$ cat src/rtl/dmem_pkg.sv
// Shared types and constants for the data-memory initiator.
// Holds RV32I load/store width codes, FSM states and legality helpers.
package dmem_pkg;

    localparam int TIMEOUT_CYCLES_DEF = 16;

    localparam logic [2:0] F3_B  = 3'b000;
    localparam logic [2:0] F3_H  = 3'b001;
    localparam logic [2:0] F3_W  = 3'b010;
    localparam logic [2:0] F3_BU = 3'b100;
    localparam logic [2:0] F3_HU = 3'b101;

    typedef enum logic [1:0] {
        IDLE,
        ISSUE,
        WAIT_R,
        RESP
    } state_t;

    function automatic logic f3_legal(
        input logic       st,
        input logic [2:0] f3
    );
        logic ok;
        ok = (f3 == F3_B) || (f3 == F3_H) || (f3 == F3_W);
        if (!st)
            ok = ok || (f3 == F3_BU) || (f3 == F3_HU);
        return ok;
    endfunction

    // Width is carried in funct3[1:0]; the sign bit does not matter here.
    function automatic logic misaligned(
        input logic [2:0] f3,
        input logic [1:0] a
    );
        logic m;
        m = 1'b0;
        if (f3[1:0] == 2'b01)
            m = a[0];
        else if (f3[1:0] == 2'b10)
            m = (a != 2'b00);
        return m;
    endfunction

endpackage

$ cat src/rtl/dmem_initiator_if.sv
// Word-addressed memory bus between the initiator and a memory.
// Request/grant plus read-data-valid handshake.
interface dmem_initiator_if;

    logic        mem_req;
    logic        mem_we;
    logic [29:0] mem_addr;
    logic [31:0] mem_wdata;
    logic [3:0]  mem_wstrb;
    logic        mem_gnt;
    logic        mem_rvalid;
    logic [31:0] mem_rdata;

    modport master (
        output mem_req, mem_we, mem_addr, mem_wdata, mem_wstrb,
        input  mem_gnt, mem_rvalid, mem_rdata
    );

    modport slave (
        input  mem_req, mem_we, mem_addr, mem_wdata, mem_wstrb,
        output mem_gnt, mem_rvalid, mem_rdata
    );

endinterface

$ cat src/rtl/load_align.sv
// Selects the addressed byte/half of a read word and extends it.
// Purely combinational.
module load_align
    import dmem_pkg::*;
(
    input  logic [31:0] word,
    input  logic [1:0]  off,
    input  logic [2:0]  funct3,
    output logic [31:0] data
);

    logic [7:0]  b;
    logic [15:0] h;

    always_comb begin
        b    = word[{off, 3'b000} +: 8];
        h    = off[1] ? word[31:16] : word[15:0];
        data = word;
        unique case (funct3)
            F3_B:    data = {{24{b[7]}}, b};
            F3_H:    data = {{16{h[15]}}, h};
            F3_BU:   data = {24'd0, b};
            F3_HU:   data = {16'd0, h};
            default: data = word;
        endcase
    end

endmodule

$ cat src/rtl/dmem_initiator.sv
// CPU load/store to word-bus initiator with lane steering,
// load extraction and a grant/read-data timeout.
module dmem_initiator
    import dmem_pkg::*;
#(
    parameter int TIMEOUT_CYCLES = TIMEOUT_CYCLES_DEF
) (
    input  logic               clk,
    input  logic               rst,
    input  logic               req_valid,
    output logic               req_ready,
    input  logic               req_store,
    input  logic [2:0]         req_funct3,
    input  logic [31:0]        req_addr,
    input  logic [31:0]        req_wdata,
    output logic               resp_valid,
    output logic [31:0]        resp_rdata,
    output logic               resp_err,
    dmem_initiator_if.master   mem
);

    localparam int CW = $clog2(TIMEOUT_CYCLES + 1);

    state_t        state_q, state_d;
    logic          store_q;
    logic [2:0]    f3_q;
    logic [1:0]    off_q;
    logic [29:0]   addr_q;
    logic [31:0]   wdata_q;
    logic [3:0]    wstrb_q;
    logic [31:0]   rdata_q;
    logic          err_q;
    logic [CW-1:0] cnt_q;

    logic          accept;
    logic          bad;
    logic          tmo;
    logic          busy;
    logic [31:0]   st_wdata;
    logic [3:0]    st_strb;
    logic [31:0]   aligned;

    assign accept = req_valid && (state_q == IDLE);
    assign bad    = !f3_legal(req_store, req_funct3)
                 || misaligned(req_funct3, req_addr[1:0]);
    assign busy   = (state_q == ISSUE) || (state_q == WAIT_R);
    // Last permitted wait cycle; an event arriving now still wins.
    assign tmo    = (cnt_q == CW'(TIMEOUT_CYCLES - 1));

    load_align u_align (
        .word   (mem.mem_rdata),
        .off    (off_q),
        .funct3 (f3_q),
        .data   (aligned)
    );

    always_comb begin
        st_wdata = 32'd0;
        st_strb  = 4'd0;
        if (req_store) begin
            unique case (1'b1)
                req_funct3 == F3_B: begin
                    st_strb  = 4'b0001 << req_addr[1:0];
                    st_wdata = {4{req_wdata[7:0]}};
                end
                req_funct3 == F3_H: begin
                    st_strb  = 4'b0011 << req_addr[1:0];
                    st_wdata = {2{req_wdata[15:0]}};
                end
                req_funct3 == F3_W: begin
                    st_strb  = 4'b1111;
                    st_wdata = req_wdata;
                end
                default: begin
                    st_strb  = 4'd0;
                    st_wdata = 32'd0;
                end
            endcase
        end
    end

    always_comb begin
        state_d = state_q;
        unique case (state_q)
            IDLE:
                if (accept)
                    state_d = bad ? RESP : ISSUE;
            ISSUE:
                if (mem.mem_gnt)
                    state_d = store_q ? RESP : WAIT_R;
                else if (tmo)
                    state_d = RESP;
            WAIT_R:
                if (mem.mem_rvalid || tmo)
                    state_d = RESP;
            RESP:
                state_d = IDLE;
        endcase
    end

    always_ff @(posedge clk) begin
        if (rst)
            state_q <= IDLE;
        else
            state_q <= state_d;
    end

    always_ff @(posedge clk) begin
        if (rst) begin
            store_q <= 1'b0;
            f3_q    <= 3'd0;
            off_q   <= 2'd0;
            addr_q  <= 30'd0;
            wdata_q <= 32'd0;
            wstrb_q <= 4'd0;
            rdata_q <= 32'd0;
            err_q   <= 1'b0;
            cnt_q   <= '0;
        end else begin
            if (accept) begin
                store_q <= req_store;
                f3_q    <= req_funct3;
                off_q   <= req_addr[1:0];
                addr_q  <= req_addr[31:2];
                wdata_q <= bad ? 32'd0 : st_wdata;
                wstrb_q <= bad ? 4'd0 : st_strb;
                rdata_q <= 32'd0;
                err_q   <= bad;
            end else if (state_q == ISSUE) begin
                if (!mem.mem_gnt && tmo)
                    err_q <= 1'b1;
            end else if (state_q == WAIT_R) begin
                if (mem.mem_rvalid)
                    rdata_q <= aligned;
                else if (tmo)
                    err_q <= 1'b1;
            end
            if (state_d != state_q)
                cnt_q <= '0;
            else if (busy)
                cnt_q <= cnt_q + 1'b1;
            else
                cnt_q <= '0;
        end
    end

    assign req_ready     = (state_q == IDLE);
    assign resp_valid    = (state_q == RESP);
    assign resp_rdata    = rdata_q;
    assign resp_err      = err_q;
    assign mem.mem_req   = (state_q == ISSUE);
    assign mem.mem_we    = (state_q == ISSUE) && store_q;
    assign mem.mem_addr  = addr_q;
    assign mem.mem_wdata = wdata_q;
    assign mem.mem_wstrb = wstrb_q;

endmodule

$ cat src/flat_wrapper.sv
// flat-port wrapper written by rule: the top's interface ports become plain ports
module dmem_initiator_flat import dmem_pkg::*;
#(
    parameter int TIMEOUT_CYCLES = TIMEOUT_CYCLES_DEF
)
  (clk, rst, req_valid, req_ready, req_store, req_funct3, req_addr, req_wdata, resp_valid, resp_rdata, resp_err, mem_mem_req, mem_mem_we, mem_mem_addr, mem_mem_wdata, mem_mem_wstrb, mem_mem_gnt, mem_mem_rvalid, mem_mem_rdata);
  dmem_initiator_if mem_i ();
  input  logic clk;
  input  logic rst;
  input  logic req_valid;
  output logic req_ready;
  input  logic req_store;
  input  logic [2:0] req_funct3;
  input  logic [31:0] req_addr;
  input  logic [31:0] req_wdata;
  output logic resp_valid;
  output logic [31:0] resp_rdata;
  output logic resp_err;
  output wire logic [$bits(mem_i.mem_req)-1:0] mem_mem_req;
  output wire logic [$bits(mem_i.mem_we)-1:0] mem_mem_we;
  output wire logic [$bits(mem_i.mem_addr)-1:0] mem_mem_addr;
  output wire logic [$bits(mem_i.mem_wdata)-1:0] mem_mem_wdata;
  output wire logic [$bits(mem_i.mem_wstrb)-1:0] mem_mem_wstrb;
  input wire logic [$bits(mem_i.mem_gnt)-1:0] mem_mem_gnt;
  input wire logic [$bits(mem_i.mem_rvalid)-1:0] mem_mem_rvalid;
  input wire logic [$bits(mem_i.mem_rdata)-1:0] mem_mem_rdata;
  assign mem_mem_req = mem_i.mem_req;
  assign mem_mem_we = mem_i.mem_we;
  assign mem_mem_addr = mem_i.mem_addr;
  assign mem_mem_wdata = mem_i.mem_wdata;
  assign mem_mem_wstrb = mem_i.mem_wstrb;
  assign mem_i.mem_gnt = mem_mem_gnt;
  assign mem_i.mem_rvalid = mem_mem_rvalid;
  assign mem_i.mem_rdata = mem_mem_rdata;
  dmem_initiator #(.TIMEOUT_CYCLES(TIMEOUT_CYCLES)) u_core (.clk(clk), .rst(rst), .req_valid(req_valid), .req_ready(req_ready), .req_store(req_store), .req_funct3(req_funct3), .req_addr(req_addr), .req_wdata(req_wdata), .resp_valid(resp_valid), .resp_rdata(resp_rdata), .resp_err(resp_err), .mem(mem_i));
endmodule
$ cat config.mk
export PLATFORM = sky130hd
export DESIGN_NAME = dmem_initiator_flat
export DESIGN_NICKNAME = d
export VERILOG_FILES = /design/src/rtl/dmem_pkg.sv /design/src/rtl/dmem_initiator_if.sv /design/src/rtl/load_align.sv /design/src/rtl/dmem_initiator.sv /design/src/flat_wrapper.sv
export SDC_FILE = /design/constraint.sdc
export NUM_CORES = 1
export LEC_CHECK = 0
export ABC_AREA = 1
export CAP_MARGIN = 20
export CORE_ASPECT_RATIO = 0.75
export CORE_MARGIN = 10
export CORE_UTILIZATION = 47
export CTS_CLUSTER_DIAMETER = 150
export DETAILED_ROUTE_END_ITERATION = 8
export GPL_TIMING_DRIVEN = 0
export PLACE_DENSITY_LB_ADDON = 0.3
export SYNTH_ARGS = -nofsm -noshare
export SYNTH_HDL_FRONTEND = slang
export SYNTH_SLANG_ARGS = --single-unit
export TNS_END_PERCENT = 10
$ cat constraint.sdc
create_clock -name clk -period 3.84 [get_ports clk]
set_clock_uncertainty 0.15 [all_clocks]
set_input_delay 0.768 -clock clk [delete_from_list [all_inputs] [get_ports clk]]
set_output_delay 0.768 -clock clk [all_outputs]
set_load 0.01 [all_outputs]
==> PnR_summary.wiki <==
{| class="wikitable"
! Metric !! Value
|-
| Run status || finished clean
|-
| Site row count || 32
|-
| Average wire length per cell after detail routing || 16.89 um
|-
| Num ports || 208
|-
| Average via count per standard cell || 5.231
|-
| Worst hold path endpoint || u_core.mem.mem_wdata[7]
|-
| Fmax || 371.4 MHz
|-
| CTS clk-pin slew, worst paths || 0.07 ns
|-
| Initial cell density of the core || 48.71%
|-
| Setup repair after global routing missed its margin || no
|-
| Syn Nets || 836
|-
| Clock tree from TritonCTS || done
|-
| Number of buffers created by CTS || 9
|-
| Proportion of layout cells with a drive suffix above 1 || 4.968%
|-
| Area enclosed by the die boundary || 0.01539 mm^2
|-
| Total of hold buffers inserted after clock tree synthesis || 0
|-
| Ratio of total power to cell area || 520.4 mW/mm^2
|-
| Total of warnings raised by yosys || 0
|-
| Netlist area before placement || 0.005071 mm^2
|-
| Req. time, crit path || 2.92 ns
|-
| Final max-slew violation count || 0
|-
| Yosys cell types || 29
|-
| Number of nets in the final layout || 1054
|-
| P_leak || 0.003192 uW
|-
| Estimated wirelength of the detail-placed design || 14220 um
|-
| Routability cong. || 0.9083
|-
| Post-CTS Resized || 0
|-
| Crit path setup slack, layout || 1.147 ns
|-
| Number of endpoints failing setup at the final stage || 0
|-
| Path type of the worst setup path || register to primary output
|-
| DRC Markers || 0
|-
| Total power || 3943 uW
|-
| CTS H-Tree Depth || 3
|-
| CTS Buffer Depth || 2
|-
| Total number of vias || 5660
|-
| Startpoint of the tightest hold check path || u_core.mem.mem_wdata[7]
|-
| Pin count of the biggest net entering global routing || 17
|-
| Post-route minimum period || 2.693 ns
|-
| Initial antenna violation count || 0
|-
| Total global-route track usage || 22.88%
|-
| Beginning of the worst register-to-register path || u_core.state_q[0]
|-
| Via count of the first global-routing pass || 5369
|-
| Flop-to-flop setup slack || 1.27 ns
|-
| Clock sink count || 112
|-
| Critical path arrival || 1.77 ns
|-
| Actual slew at the worst max-slew pin || 0.5252 ns
|-
| Worst hold path stage count || 2
|-
| Type of destination of the critical path || primary output
|-
| Area growth syn-to-layout || 49.40%
|-
| Synthesis-stage register bit count || 112
|-
| Reg2reg end || u_core.mem.mem_wstrb[0]
|-
| Cell count after synthesis || 725
|-
| Final-report hold violation count || 0
|-
| Number of antenna repair diodes || 0
|-
| CP max-delay cell || sky130_fd_sc_hd__clkdlybuf4s50_1
|-
| Setup Fix Bufs, Post-CTS || 0
|-
| Post-Route Setup TNS || 0 ns
|-
| Clock insertion delay at the later pin of the skew report || 0.34 ns
|-
| Most frequent cells in the layout || sky130_fd_sc_hd__clkdlybuf4s50_1, sky130_fd_sc_hd__nand2_1, sky130_fd_sc_hd__dfxtp_1, sky130_fd_sc_hd__nor2_1, sky130_fd_sc_hd__o21ai_0
|-
| Die W || 139.9 um
|-
| Most frequent standard cell in the layout excluding fill and tap cells || sky130_fd_sc_hd__clkdlybuf4s50_1
|-
| Iter 0 DRT Violations || 509
|-
| Remaining global-route overflow || 0
|-
| Pre-CTS setup slack || 0.9037 ns
|-
| Setup crit start kind || register
|-
| Relative slew slack || 64.99%
|-
| Port Buffers || 207
|-
| Final ANT Viol Nets || 0
|-
| Total wire length after detailed routing || 18270 um
|-
| Mean post-synth cell area || 6.995 um^2
|-
| CP Cell Sequence || inv_1, ha_1, nand2_1, inv_1, clkdlybuf4s50_1
|-
| Die H || 110.0 um
|-
| Core Footprint || 0.01041 mm^2
|-
| Clock root cell || sky130_fd_sc_hd__clkbuf_16
|-
| Final cycle utilization of the critical path || 70.12%
|-
| Highest net fanout along the worst path || 6
|-
| Global-route wire length before repair || 28660 um
|-
| CP most frequent cell || sky130_fd_sc_hd__inv_1
|-
| Number of iterations in the first detailed-routing pass || 5
|-
| Classification of the worst-slack hold path || register to register
|-
| Sequential fraction of the synthesis area || 44.21%
|-
| Largest vdd supply drop || 381.8 uV
|-
| Biggest cell delay along the critical path || 0.47 ns
|-
| R2R cell count || 9
|-
| Max-cap check violation count || 0
|}
-- through the flow --
| stage | util, % | cells | hold slack (ns) | instance area (um^2) |
|---|---|---|---|---|
| final | 72.78 | 1082 | 0.3040 | 7576 |
| after global routing | 72.78 | 1082 | 0.3204 | 7576 |
| after CTS | 72.78 | 1082 | 0.3051 | 7576 |
| after detailed placement | 70.25 | 1068 | 0.2902 | 7313 |
| after global placement | 70.25 | 1068 | 0.2874 | 7313 |
| after floorplan | - | 725 | 0.2832 | 5071 |
-- per-layer routing --
| layer | wire length, um | global-route usage (%) |
|---|---|---|
| met2 | 8397 | 36.40 |
| met3 | 1580 | 7.195 |
| met1 | 8068 | 30.04 |
| met5 | 0 | 0 |
| met4 | 227 | 4.926 |
-- critical path: cells and delay by family (launching register included) --
family,cells,cell delay [ns]
simple gates,1,0.09
flops,1,0.45
fa+ha+maj,1,0.26
buf+inv,3,0.63
-- cells in the mapped netlist --
library cell | n | area, um^2
sky130_fd_sc_hd__o211ai_1 | 1 | 7.510
sky130_fd_sc_hd__nand4_1 | 1 | 6.260
sky130_fd_sc_hd__nor2_2 | 3 | 18.77
sky130_fd_sc_hd__nor3_1 | 8 | 40.04
sky130_fd_sc_hd__a21o_1 | 7 | 52.55
sky130_fd_sc_hd__o21ai_0 | 97 | 485.5
sky130_fd_sc_hd__nor2_4 | 1 | 11.26
sky130_fd_sc_hd__a21oi_1 | 58 | 290.3
sky130_fd_sc_hd__buf_2 | 11 | 55.05
sky130_fd_sc_hd__a31oi_1 | 1 | 6.260
sky130_fd_sc_hd__ha_1 | 6 | 75.07
sky130_fd_sc_hd__o21bai_1 | 16 | 120.1
sky130_fd_sc_hd__nand2_2 | 5 | 31.28
sky130_fd_sc_hd__nor2_1 | 98 | 367.9
sky130_fd_sc_hd__buf_6 | 2 | 22.52
sky130_fd_sc_hd__clkinv_4 | 1 | 8.760
sky130_fd_sc_hd__nand2_1 | 136 | 510.5
sky130_fd_sc_hd__o22ai_1 | 7 | 43.79
sky130_fd_sc_hd__inv_2 | 3 | 11.26
sky130_fd_sc_hd__clkbuf_1 | 28 | 105.1
sky130_fd_sc_hd__or2_2 | 8 | 50.05
sky130_fd_sc_hd__nand3_1 | 18 | 90.09
sky130_fd_sc_hd__a22oi_1 | 1 | 7.510
sky130_fd_sc_hd__inv_1 | 62 | 232.7
sky130_fd_sc_hd__xnor2_1 | 1 | 8.760
sky130_fd_sc_hd__o21ai_1 | 31 | 155.2
sky130_fd_sc_hd__dfxtp_1 | 112 | 2242
sky130_fd_sc_hd__xor2_1 | 1 | 8.760
sky130_fd_sc_hd__and3_1 | 1 | 6.260
-- cell families after synthesis --
group,after synthesis,share of synthesized area (%)
AND/OR/NAND/NOR,279,22.33
AO/OA/AOI/OAI,219,23.05
flip-flops,112,44.21
buffers and inverters,107,8.586
adder cells (fa/ha/maj),6,1.480
XOR/XNOR,2,0.3455
-- registers in the layout (all words and copies together) (netlist names) --
| name | flops |
|---|---|
| u_core.f3_q | 3 |
| u_core.cnt_q | 5 |
| u_core.mem.mem_wstrb | 4 |
| u_core.off_q | 2 |
| u_core.store_q | 1 |
| u_core.mem.mem_addr | 30 |
| u_core.resp_rdata | 32 |
| u_core.state_q | 2 |
| u_core.mem.mem_wdata | 32 |
| u_core.resp_err | 1 |
-- layout make-up --
cell class / instances / area (um^2)
fillers: 911 / 2834
multi-input cells: 506 / 2394
flip-flops and latches: 112 / 2242
repair buffers: 207 / 2072
inverters: 66 / 252.7
clock buffers: 11 / 242.7
plain buffers: 41 / 182.7
well taps: 136 / 170.2
clock inverters: 3 / 20.02
-- worst max-delay path by stage --
stage	startpoint	endpoint	slack, ns
3_5_place_dp	req_valid	u_core.mem.mem_wdata[3]	0.90
6_report	u_core.state_q[1]	mem_mem_we	1.15
4_1_cts	u_core.state_q[1]	mem_mem_we	1.16
5_1_grt	u_core.state_q[1]	mem_mem_we	1.04
2_1_floorplan	u_core.state_q[0]	u_core.mem.mem_wdata[27]	1.97
3_3_place_gp	req_valid	u_core.mem.mem_wdata[3]	0.96
-- power by group --
group          switching, uW  total [uW]  internal, uW
clock                    407         857           450
combinational            953        1640           686
sequential               106        1450          1340
No activity file was read; power rests on OpenSTA's default activity.
